--- src/rtl/key_word_streamer.sv ---
// key_word_streamer: round-robin arbiter and word sequencer for the sideload key.
// It captures a wide key into a shadow register and streams it to the granted
// requester as consecutive WORD_W-bit words over a valid/ready bus. The shadow
// copy is wiped after every completed or aborted transfer.
//
// Handshake: word_valid_o and word_o stay stable until a cycle in which
// word_valid_o && word_ready_i. That cycle is the transfer of the word at
// word_idx_o, and the next word appears in the following cycle.
module key_word_streamer #(
    parameter int KEY_W   = 512,
    parameter int WORD_W  = 32,
    parameter int NUM_REQ = 2,
    localparam int NUM_WORDS = KEY_W / WORD_W,
    localparam int IDX_W     = $clog2(NUM_WORDS)
) (
    input  logic               clk_i,
    input  logic               rst_ni,
    input  logic               key_valid_i,
    input  logic [KEY_W-1:0]   key_i,
    input  logic [NUM_REQ-1:0] req_i,
    input  logic               clear_i,
    output logic [NUM_REQ-1:0] gnt_o,
    output logic               word_valid_o,
    output logic [WORD_W-1:0]  word_o,
    output logic [IDX_W-1:0]   word_idx_o,
    output logic               word_last_o,
    input  logic               word_ready_i,
    output logic               busy_o,
    output logic               done_o
);

    localparam int PTR_W = (NUM_REQ > 1) ? $clog2(NUM_REQ) : 1;

    typedef enum logic [1:0] {
        IDLE   = 2'd0,
        STREAM = 2'd1,
        DONE   = 2'd2,
        WIPE   = 2'd3
    } state_t;

    state_t           state_q;
    logic [KEY_W-1:0] shadow_q;
    logic [IDX_W-1:0] idx_q;
    logic [PTR_W-1:0] rr_q;

    logic [PTR_W-1:0] pick_idx;
    logic             pick_found;
    logic [PTR_W-1:0] cand;
    logic [PTR_W-1:0] gnt_idx;
    logic [PTR_W-1:0] next_ptr;
    logic             req_held;
    logic             handshake;
    logic             is_last;

    // Round-robin pick: first requester at or above the pointer, wrapping.
    always_comb begin
        pick_idx   = '0;
        pick_found = 1'b0;
        cand       = '0;
        for (int off = 0; off < NUM_REQ; off++) begin
            cand = PTR_W'((int'(rr_q) + off) % NUM_REQ);
            if (!pick_found && req_i[cand]) begin
                pick_found = 1'b1;
                pick_idx   = cand;
            end
        end
    end

    // Binary index of the current one-hot grant, and the pointer that follows it.
    always_comb begin
        gnt_idx = '0;
        for (int i = 0; i < NUM_REQ; i++) begin
            if (gnt_o[i]) gnt_idx = PTR_W'(i);
        end
        next_ptr = PTR_W'((int'(gnt_idx) + 1) % NUM_REQ);
    end

    assign req_held  = |(req_i & gnt_o);
    assign handshake = word_valid_o && word_ready_i;
    assign is_last   = (idx_q == IDX_W'(NUM_WORDS - 1));

    // Word outputs are muxed straight from the registered shadow and index.
    assign word_o      = shadow_q[int'(idx_q) * WORD_W +: WORD_W];
    assign word_idx_o  = idx_q;
    assign word_last_o = is_last;

    // Transfer FSM with all control outputs registered.
    always_ff @(posedge clk_i or negedge rst_ni) begin
        if (!rst_ni) begin
            state_q      <= IDLE;
            shadow_q     <= '0;
            idx_q        <= '0;
            rr_q         <= '0;
            gnt_o        <= '0;
            word_valid_o <= 1'b0;
            busy_o       <= 1'b0;
            done_o       <= 1'b0;
        end else begin
            case (state_q)
                IDLE: begin
                    if (key_valid_i && pick_found && !clear_i) begin
                        state_q      <= STREAM;
                        shadow_q     <= key_i;
                        idx_q        <= '0;
                        gnt_o        <= NUM_REQ'(1) << pick_idx;
                        word_valid_o <= 1'b1;
                        busy_o       <= 1'b1;
                    end
                end
                STREAM: begin
                    // An abort wins over a simultaneous handshake.
                    if (clear_i || !req_held) begin
                        state_q      <= WIPE;
                        word_valid_o <= 1'b0;
                        gnt_o        <= '0;
                        shadow_q     <= '0;
                        idx_q        <= '0;
                        rr_q         <= next_ptr;
                    end else if (handshake) begin
                        idx_q <= idx_q + 1'b1;
                        if (is_last) begin
                            state_q      <= DONE;
                            word_valid_o <= 1'b0;
                            done_o       <= 1'b1;
                        end
                    end
                end
                DONE: begin
                    state_q  <= WIPE;
                    done_o   <= 1'b0;
                    rr_q     <= next_ptr;
                    gnt_o    <= '0;
                    shadow_q <= '0;
                    idx_q    <= '0;
                end
                WIPE: begin
                    state_q  <= IDLE;
                    busy_o   <= 1'b0;
                    shadow_q <= '0;
                    idx_q    <= '0;
                end
                default: begin
                    state_q <= IDLE;
                end
            endcase
        end
    end

endmodule

--- config.mk ---
export PLATFORM = sky130hd
export DESIGN_NAME = key_word_streamer
export DESIGN_NICKNAME = d
export VERILOG_FILES = /design/src/rtl/key_word_streamer.sv
export SDC_FILE = /design/constraint.sdc
export NUM_CORES = 1
export LEC_CHECK = 0
export ABC_AREA = 0
export BUFFER_PORTS_ARGS = -buffer_cell sky130_fd_sc_hd__buf_2
export CORE_ASPECT_RATIO = 0.9
export CORE_UTILIZATION = 50
export CTS_CLUSTER_DIAMETER = 200
export DETAILED_ROUTE_END_ITERATION = 8
export PLACE_DENSITY = 0.83
export SLEW_MARGIN = 20
export SYNTH_ARGS = -nofsm -noshare
export SYNTH_HDL_FRONTEND = slang
export SYNTH_SLANG_ARGS = --single-unit
export TNS_END_PERCENT = 1
--- constraint.sdc ---
create_clock -name clk_i -period 1.7 [get_ports clk_i]
set_input_delay 0.085 -clock clk_i [delete_from_list [all_inputs] [get_ports clk_i]]
set_output_delay 0.085 -clock clk_i [all_outputs]
set_load 0.01 [all_outputs]
==> results of run 1 <==
-- synth_stat cells, types with 6 or more instances --
cell / count / area (µm²)
buf_2: 24 / 120
buf_6: 53 / 597
o21ai_1: 410 / 2050
clkbuf_1: 183 / 687
ha_1: 6 / 75.1
o21ai_2: 90 / 788
inv_1: 8 / 30.0
mux4_2: 127 / 2860
nand2_1: 517 / 1940
o22ai_1: 62 / 388
buf_4: 11 / 82.6
o21ai_0: 530 / 2650
dfrtp_1: 524 / 13100
nor2_1: 39 / 146
-- stage by stage --
stage / instance area, µm² / worst slack, ps / std cells
2_1_floorplan: 26000 / -37.2 / 2634
3_3_place_gp: 30700 / -323 / 3837
3_5_place_dp: 30700 / -329 / 3837
4_1_cts: 38700 / -890 / 4468
-- repair_timing --
item	in CTS
endpoints found under the hold margin	1039
pin swaps	31
hold buffers	516
gates resized for setup	142
buffers inserted	12
endpoints found under the setup margin	534
gates cloned	7
-- layer usage --
metal	global-route usage, %	overflow
met5	4.50	0
met2	76.9	24
met4	40.6	10
met3	34.7	0
met1	61.8	0
-- logic make-up after synthesis --
kind of cell               after synthesis  share of synthesized area [%]
adders and majority gates                6                          0.290
muxes                                  132                           11.2
buffers and inverters                  283                           5.91
DFF                                    524                           50.6
and+or+nand+nor                        578                           8.66
AOI/OAI and AO/OA                     1111                           23.3
==> results.json, run 1 <==
{
  "syn-num-nets": 3159,
  "synth_edf_count": 0,
  "numCtsBuffers": 53,
  "cts-root-buf": "clkbuf_16",
  "firstError": "[ERROR GRT-0116] Global routing finished with congestion. Check the congestion regions in the DRC Viewer.",
  "grt_max_degree": 98,
  "grt_pass1_wl_um": 211000,
  "clk_path_buf_depth": 3,
  "place_congestion": 0.976,
  "h-tree-depth": 2,
  "io_pins": 561,
  "postSynth.asyncResetShare_pct": 100,
  "syn_inst": 2634,
  "failed_stage": "5_1_grt",
  "start_util_pct": 51.1,
  "synth_seq_cells": 524,
  "ys_seq_area_share_pct": 50.6,
  "synth_cell_types": 43,
  "status": "stopped before the end",
  "num_rows": 78,
  "fp.dieH_um": 218,
  "hpwl_um": 70100,
  "netlist_area_um2": 25900,
  "die_width_um": 242,
  "grt_util_all_layers_pct": 55.6,
  "numPortBuffers": 560,
  "avgSynthCellArea_um2": 9.84,
  "yosysWarnings": 0,
  "synthFlopType": "dfrtp_1",
  "cts.sinks": 524,
  "grt_overflow": 34,
  "grt_pass1_vias": 32487
}
==> run 2, diff against run 1 <==
- CORE_ASPECT_RATIO: 0.9 -> not set
- CORE_UTILIZATION: 50 -> 40
- CTS_CLUSTER_DIAMETER: 200 -> not set
- PLACE_DENSITY: 0.83 -> not set
- PLACE_DENSITY_LB_ADDON: not set -> 0.15
- clock period: 1.7 -> 2.2 ns (I/O delays scaled with it)
==> results.json, run 2 <==
{
  "status": "finished, violations left",
  "violations": "setup timing",
  "crit_chain": "buf_12 -> buf_8 -> clkbuf_16 -> buf_12 -> mux4_2 -> o22ai_4 -> nor2_1 -> buf_4",
  "cpPeakStageDelay_ps": 530,
  "finalSetupTns_ps": -13610,
  "synth_seq_cells": 524,
  "critical_path.most_common_cell": "buf_12",
  "wl_um": 107000,
  "hp-class": "input pin to register",
  "hold_viol": 0,
  "grt_pass1_wl_um": 159000,
  "syn_to_final_growth_pct": 48.0,
  "dpl-instance-area_um2": 29900,
  "routed_via_density": 5.61,
  "tightest_slew_ps": 581,
  "arrival_ps": 2560,
  "synth_commonest_cells": "530 x o21ai_0, 524 x dfrtp_1, 517 x nand2_1, 410 x o21ai_1, 183 x clkbuf_1",
  "path_max_fanout": 8,
  "fin_area_um2": 38400,
  "syn_inst": 2634,
  "grt_pass1_vias": 26234,
  "ys_seq_area_share_pct": 50.6,
  "top_register": "shadow_q",
  "netlist_area_um2": 25900,
  "cts_tree": "built",
  "syn-num-nets": 3159,
  "h-tree-depth": 2,
  "cp.buffers_inverters": 5,
  "path_delay_family": "buffers and inverters",
  "yosysWarnings": 0,
  "start_util_pct": 40.8,
  "synth_cell_types": 43,
  "numPortBuffers": 560,
  "drc": 0,
  "largest_reg_flops": 512,
  "layout_common_cells": "553 x buf_2, 528 x o21ai_0, 521 x dfrtp_1",
  "hpwl_um": 69900,
  "drtIter0Drc": 2223,
  "combPwrFrac_pct": 41.3,
  "die_width_um": 257,
  "vias": 25561,
  "final_nets": 4175,
  "peakVddDrop_uv": 950,
  "postSynth.asyncResetShare_pct": 100,
  "power.switching_w": 0.0177,
  "die_area_um2": 65800,
  "final_common_cell": "buf_2",
  "clockPowerShare_pct": 22.6,
  "power_leakage_nw": 16.8,
  "fp.dieH_um": 257,
  "crit_required_ps": 2090,
  "period_share_pct": 121,
  "cts.sinks": 524,
  "drt_pass1_iterations": 6,
  "yosysTopAreaCell": "dfrtp_1",
  "drive_gt1_share_pct": 30.3,
  "grt_util_all_layers_pct": 31.7,
  "clkLatencyLatePin_ps": 640,
  "seqPwrFrac_pct": 36.1,
  "slew-limit-headroom_pct": 61.3,
  "synthFlopType": "dfrtp_1",
  "powerDensity_nw_per_um2": 1180,
  "startpoint_type": "register",
  "fin_ws_ps": -466,
  "report.final.slew_viol_count": 0,
  "synth_edf_count": 0,
  "ant_nets": 0,
  "cts.clk_slew.worst_paths_ps": 60,
  "cts-root-buf": "clkbuf_16",
  "synth.most_common_cell": "o21ai_0",
  "rsz0062_at_grt": "yes",
  "finClkSkew_ps": 21.7,
  "final_cells": 4554,
  "crit_path_end_kind": "output port",
  "core_area_um2": 63500,
  "dp_cells": 3885,
  "numCtsBuffers": 58,
  "max_freq_mhz": 375,
  "avgSynthCellArea_um2": 9.84,
  "critical_path_class": "register to output port",
  "synth_area_leaders": "dfrtp_1 51%, mux4_2 11%, o21ai_0 10%",
  "place_congestion": 0.919,
  "yosys.area.top_type_share_pct": 50.6,
  "fin_crit_ps": 2670,
  "cap_viol_max_count": 0,
  "clk_path_buf_depth": 3,
  "grt_overflow": 0,
  "num_rows": 92,
  "internal_power_w": 0.0275,
  "finalSetupViolations": 33,
  "io_pins": 561,
  "wl_per_cell_um": 23.5,
  "grt_max_degree": 153,
  "swShare_pct": 39.2,
  "antenna_found_initial": 16,
  "finalPower_w": 0.0451,
  "hold-worst-slack_ps": 41.6,
  "crit_slowest_cell": "dfrtp_4"
}
-- run 2: cell counts after synthesis --
No cell type changed its count.
-- run 2: power groups by stage --
stage	clock, W	combinational, W	sequential [W]
final	0.0102	0.0187	0.0163
after global routing	0.0107	0.0201	0.0168
after CTS	0.0103	0.0181	0.0162
after detailed placement	0	0.0169	0.0164
after global placement	0	0.0166	0.0161
after floorplan	0	0.0113	0.0154
-- run 2: metal layers --
| layer | part of all wire (%) | GRT usage [%] |
|---|---|---|
| met5 | 0.061 | 0 |
| met4 | 4.5 | 15.0 |
| met3 | 6.8 | 5.79 |
| met2 | 48 | 50.6 |
| met1 | 41 | 41.7 |
-- run 2: repair_timing --
action	4_1_cts	5_1_grt
gates resized for setup	78	80
buffers inserted	7	26
setup endpoints to repair	33	334
pin swaps	7	26
endpoints found under the hold margin	942	0
hold buffers	516	0
cloned	3	5
-- run 2: worst register-to-register path: stages, from the launching register on --
cell and delay (ps):
dfrtp_4 470, buf_12 160, buf_4 160, buf_16 170, ha_2 220, and3_4 210
nand2_1 50, a21oi_1 340, mux2i_1 280
-- run 2: final timing paths --
path,start,endpoint,slack (ps),cells past startpoint
setup / recovery,word_idx_o[1]$_DFFE_PN0P_,word_o[4],-470,8
hold / removal,req_i[0],gnt_o[1]$_DFFE_PN0P_,40,5
setup reg to reg,word_idx_o[1]$_DFFE_PN0P_,state_q[1]$_DFFE_PN0P_,50,8
hold reg to reg,shadow_q[173]$_DFFE_PN0P_,shadow_q[173]$_DFFE_PN0P_,510,2
max in group asynchronous,rst_ni,shadow_q[482]$_DFFE_PN0P_,650,4
min in group asynchronous,rst_ni,shadow_q[340]$_DFFE_PN0P_,520,3
-- run 2: cell families after synthesis --
logic type,Yosys count,synth area share (%)
flip-flops,524,50.6
AO/OA/AOI/OAI,1111,23.3
buffers and inverters,283,5.91
AND/OR/NAND/NOR,578,8.66
adder cells (fa/ha/maj),6,0.290
multiplexers,132,11.2
-- run 2: area by class of cell --
cell class              count  area (µm²)
fillers                  5255       25200
inverters                   8        30.0
clock inverters            22         262
diodes                     11        27.5
well taps                 846        1060
flip-flops and latches    524       13100
repair buffers           1231       10300
clock buffers              85        1720
multi-input cells        1827       11800
-- run 2: stage by stage --
stage               util (%)  setup slack (ps)
global placement        47.1              -239
global route            60.4              -505
CTS                     59.3              -506
floorplan                  -               376
detailed placement      47.1              -252
finish                  60.4              -466
(Power assumes the default switching activity.)
==> run 3, diff against run 2 <==
- PLACE_DENSITY_LB_ADDON: 0.15 -> 0.12
- RECOVER_POWER: not set -> 25
==> results.json, run 3 (same netlist as run 2, synthesis figures left out) <==
{
  "start_util_pct": 40.8,
  "rsz0062_at_grt": "yes",
  "top_register": "shadow_q",
  "period_share_pct": 121,
  "io_pins": 561,
  "min_delay_path_depth": 4,
  "status": "finished, violations left",
  "clockPowerShare_pct": 24.8,
  "grt_pass1_vias": 25999,
  "final_common_cell": "buf_2",
  "grt_pass1_wl_um": 158000,
  "drt_pass1_iterations": 5,
  "internal_power_w": 0.0284,
  "grt_overflow": 0,
  "peakVddDrop_uv": 758,
  "path_max_fanout": 7,
  "cts.clk_slew.worst_paths_ps": 60,
  "num_rows": 92,
  "fin_ws_ps": -463,
  "cts_tree": "built",
  "swShare_pct": 38.1,
  "place_congestion": 0.877,
  "largest_reg_flops": 512,
  "cts.sinks": 524,
  "finClkSkew_ps": 12.7,
  "routed_via_density": 5.61,
  "arrival_ps": 2550,
  "fin_crit_ps": 2660,
  "powerDensity_nw_per_um2": 1210,
  "min_from": "key_valid_i",
  "final_nets": 4160,
  "hpwl_um": 70300,
  "report.final.slew_viol_count": 56,
  "r2r-end": "shadow_q[268]$_DFFE_PN0P_",
  "drive_gt1_share_pct": 29.2,
  "die_area_um2": 65800,
  "vias": 25429,
  "cts-root-buf": "clkbuf_16",
  "grt_max_degree": 140,
  "slew-limit-headroom_pct": -12.0,
  "hp-class": "input pin to register",
  "min_to": "busy_o$_DFFE_PN0P_",
  "startpoint_type": "register",
  "final_cells": 4535,
  "antenna_found_initial": 9,
  "pre_cts_slack_ps": -143,
  "cap_viol_max_count": 1,
  "drc": 0,
  "wl_um": 105000,
  "clkLatencyLatePin_ps": 620,
  "core_area_um2": 63500,
  "r2r_start": "state_q[1]$_DFFE_PN0P_",
  "crit_path_end_kind": "output port",
  "rrSetupSlack_ps": 140,
  "die_width_um": 257,
  "combPwrFrac_pct": 39.6,
  "wl_per_cell_um": 23.1,
  "reg2reg_depth": 8,
  "finalSetupTns_ps": -12280,
  "h-tree-depth": 2,
  "tightest_slew_ps": 1680,
  "violations": "capacitance limit, slew limit, setup timing",
  "numPortBuffers": 560,
  "fp.dieH_um": 257,
  "hold_viol": 0,
  "dp_cells": 3895,
  "seqPwrFrac_pct": 35.7,
  "clk_path_buf_depth": 3,
  "finalSetupViolations": 32,
  "power_leakage_nw": 16.7,
  "power.switching_w": 0.0175,
  "numCtsBuffers": 59,
  "grt_util_all_layers_pct": 31.4,
  "ant_nets": 0,
  "crit_required_ps": 2090,
  "drtIter0Drc": 2468,
  "layout_common_cells": "554 x buf_2, 530 x o21ai_0, 521 x dfrtp_1",
  "max_freq_mhz": 376,
  "critical_path_class": "register to output port",
  "syn_to_final_growth_pct": 46.4
}
==> run 3: worst max-delay path by stage <==
stage                         startpoint                endpoint  slack [ps]  cells past startpoint
3_5_place_dp   word_idx_o[0]$_DFFE_PN0P_              word_o[20]        -140                      5
6_report       word_idx_o[0]$_DFFE_PN0P_              word_o[26]        -460                      7
2_1_floorplan     state_q[1]$_DFFE_PN0P_  state_q[0]$_DFFE_PN0P_         380                      8
4_1_cts        word_idx_o[0]$_DFFE_PN0P_              word_o[23]        -530                      7
3_3_place_gp   word_idx_o[0]$_DFFE_PN0P_              word_o[20]        -140                      5
5_1_grt        word_idx_o[0]$_DFFE_PN0P_              word_o[15]        -530                      7
==> run 3: metal layers <==
metal | share of wire [%] | track usage [%]
met3 | 6.3 | 4.76
met4 | 4.8 | 14.8
met1 | 41 | 41.3
met5 | 0.026 | 0
met2 | 48 | 51.2
==> run 3: metrics by stage <==
step / total power, W / hold slack [ps] / cell area (µm²) / util (%)
after detailed placement: 0.0332 / 89.4 / 30000 / 47.1
after global routing: 0.0483 / 74.7 / 37900 / 59.7
after global placement: 0.0328 / 92.5 / 30000 / 47.1
after CTS: 0.0458 / 8.91 / 37900 / 59.7
final: 0.0459 / 37.5 / 38000 / 59.7
after floorplan: 0.0268 / -186 / 25900 / -
==> run 3: repair_timing <==
item	in CTS	in global routing
pin swaps	11	5
hold buffers	516	0
gates resized for setup	81	19
cloned	4	0
endpoints found under the setup margin	33	72
buffers inserted	4	1
hold endpoints to repair	887	0
==> run 3: critical path: stages, from the launching register on <==
cell and delay (ps):
dfrtp_4 450, buf_12 170, buf_16 170, mux4_2 610, o22ai_2 200, buf_6 140, nor2_1 50, buf_2 140
==> run 3: layout make-up <==
class | instances | area (µm²)
Clock buffer | 72 | 1630
Tap cell | 846 | 1060
Fill cell | 5307 | 25600
Clock inverter | 36 | 593
Antenna cell | 7 | 17.5
Timing Repair Buffer | 1215 | 9870
Inverter | 8 | 30.0
Multi-Input combinational cell | 1827 | 11600
Sequential cell | 524 | 13100
==> run 3: power groups by stage <==
stage	Combinational (W)	Clock, W	Sequential (W)
2_1_floorplan	0.0113	0	0.0154
3_3_place_gp	0.0165	0	0.0163
3_5_place_dp	0.0168	0	0.0164
4_1_cts	0.0180	0.0116	0.0163
5_1_grt	0.0196	0.0119	0.0168
6_report	0.0182	0.0113	0.0164
==> run 4, diff against run 3 <==
- CELL_PAD_IN_SITES_DETAIL_PLACEMENT: not set -> 0
- CELL_PAD_IN_SITES_GLOBAL_PLACEMENT: not set -> 2
- CORE_UTILIZATION: 40 -> 34
- GPL_ROUTABILITY_DRIVEN: not set -> 0
==> results.json, run 4 (same netlist as run 2, synthesis figures left out) <==
{
  "status": "finished, violations left",
  "violations": "capacitance limit, slew limit, setup timing",
  "hpwl_um": 74400,
  "crit_chain": "buf_12 -> buf_16 -> mux4_2 -> o22ai_2 -> buf_6 -> nor2_1 -> buf_2",
  "final_common_cell": "buf_2",
  "wl_um": 109000,
  "numCtsBuffers": 58,
  "cpPeakStageDelay_ps": 570,
  "power.switching_w": 0.0177,
  "routed_via_density": 5.31,
  "dpl-instance-area_um2": 30200,
  "finalSetupViolations": 32,
  "crit_slowest_cell": "mux4_2",
  "vias": 24800,
  "fin_crit_ps": 2660,
  "fin_ws_ps": -464,
  "report.final.slew_viol_count": 46,
  "drive_gt1_share_pct": 30.0,
  "power_leakage_nw": 16.8,
  "finalSetupTns_ps": -12920,
  "startpoint_type": "register",
  "rsz0062_at_grt": "yes",
  "cap_viol_max_count": 1,
  "arrival_ps": 2550,
  "fin_area_um2": 38300,
  "swShare_pct": 39.0,
  "io_pins": 561,
  "fp.dieH_um": 278,
  "layout_common_cells": "550 x buf_2, 530 x o21ai_0, 521 x dfrtp_1",
  "powerDensity_nw_per_um2": 1180,
  "grt_util_all_layers_pct": 27.7,
  "antenna_found_initial": 3,
  "finClkSkew_ps": 27.3,
  "max_freq_mhz": 375,
  "wl_per_cell_um": 23.3,
  "ant_nets": 0,
  "path_max_fanout": 8,
  "crit_path_end_kind": "output port",
  "numPortBuffers": 560,
  "cts.clk_slew.worst_paths_ps": 60,
  "critical_path_class": "register to output port",
  "finalPower_w": 0.0453,
  "period_share_pct": 121,
  "grt_max_degree": 98,
  "die_area_um2": 77300,
  "cts-root-buf": "clkbuf_16",
  "top_register": "shadow_q",
  "internal_power_w": 0.0276,
  "grt_pass1_vias": 25824,
  "pre_cts_slack_ps": 11.5,
  "num_rows": 100,
  "drt_pass1_iterations": 5,
  "tightest_slew_ps": 1690,
  "hold_viol": 0,
  "clkLatencyLatePin_ps": 640,
  "grt_pass1_wl_um": 162000,
  "slew-limit-headroom_pct": -12.5,
  "start_util_pct": 34.6,
  "clockPowerShare_pct": 22.0,
  "cts.sinks": 524,
  "hold-worst-slack_ps": 62.4,
  "syn_to_final_growth_pct": 48.0,
  "combPwrFrac_pct": 41.9,
  "h-tree-depth": 2,
  "hp-class": "input pin to register",
  "peakVddDrop_uv": 635,
  "grt_overflow": 0,
  "crit_required_ps": 2090,
  "largest_reg_flops": 512,
  "cts_tree": "built",
  "drc": 0,
  "clk_path_buf_depth": 3,
  "final_nets": 4181,
  "core_area_um2": 74900,
  "die_width_um": 278,
  "seqPwrFrac_pct": 36.1,
  "drtIter0Drc": 1994
}
-- run 4: cell count changes in the layout (fill, tap and decap cells not counted), sizes merged --
cell         delta
clkinvlp        -2
bufinv         -12
buf            +17
clkinv         -13
inv             -1
bufbuf          +3
clkbuf         +24
dlygate4sd3     -2
diode           -5
-- run 4: power groups by stage --
| stage | registers (W) | clock network [W] | logic [W] |
|---|---|---|---|
| after floorplan | 0.0154 | 0 | 0.0113 |
| after global placement | 0.0162 | 0 | 0.0172 |
| after detailed placement | 0.0164 | 0 | 0.0175 |
| after CTS | 0.0163 | 0.0102 | 0.0187 |
| after global routing | 0.0168 | 0.0106 | 0.0206 |
| final | 0.0163 | 0.00998 | 0.0190 |
-- run 4: final cells by class --
type                            count  area, µm²
Fill cell                        6930      36600
Sequential cell                   524      13100
Timing Repair Buffer             1237      10300
Antenna cell                        2       5.00
Clock inverter                      8        140
Clock buffer                       92       1770
Multi-Input combinational cell   1827      11700
Tap cell                          969       1210
Inverter                            8       30.0
-- run 4: worst paths after layout --
path,end,slack (ps),cells past startpoint,from
setup / recovery,word_o[18],-460,7,word_idx_o[1]$_DFFE_PN0P_
hold / removal,busy_o$_DFFE_PN0P_,60,4,key_valid_i
setup reg to reg,state_q[0]$_DFFE_PN0P_,150,7,state_q[1]$_DFFE_PN0P_
hold reg to reg,shadow_q[139]$_DFFE_PN0P_,510,2,shadow_q[139]$_DFFE_PN0P_
max in group asynchronous,shadow_q[217]$_DFFE_PN0P_,160,3,rst_ni
min in group asynchronous,shadow_q[278]$_DFFE_PN0P_,470,2,rst_ni
-- run 4: per-layer routing --
metal  vias to the layer above  track usage (%)  share of wire, %
li1                      11415                -                 -
met1                     12440             36.8                42
met2                       787             46.6                50
met3                       156             3.53               4.7
met4                         2             9.49               3.6
met5                         -                0            0.0064
-- run 4: metrics by stage --
stage / util (%) / std cells
after floorplan: - / 2634
after global placement: 40.2 / 4015
after detailed placement: 40.2 / 4015
after CTS: 50.7 / 4662
after global routing: 51.2 / 4666
final: 51.2 / 4667
-- run 4: critical path, delay by kind of cell, from the launching register on --
family,cells,cell delay (ps)
muxes,1,570
buffers and inverters,4,560
DFF,1,550
AOI/OAI and AO/OA,1,200
and+or+nand+nor,1,50
-- run 4: what timing repair did --
item | 4_1_cts | 5_1_grt
endpoints found under the setup margin | 33 | 369
endpoints found under the hold margin | 1038 | 0
cloned | 6 | 2
pin swaps | 8 | 18
resized for setup | 71 | 67
setup buffers | 27 | 2
hold buffers | 514 | 0
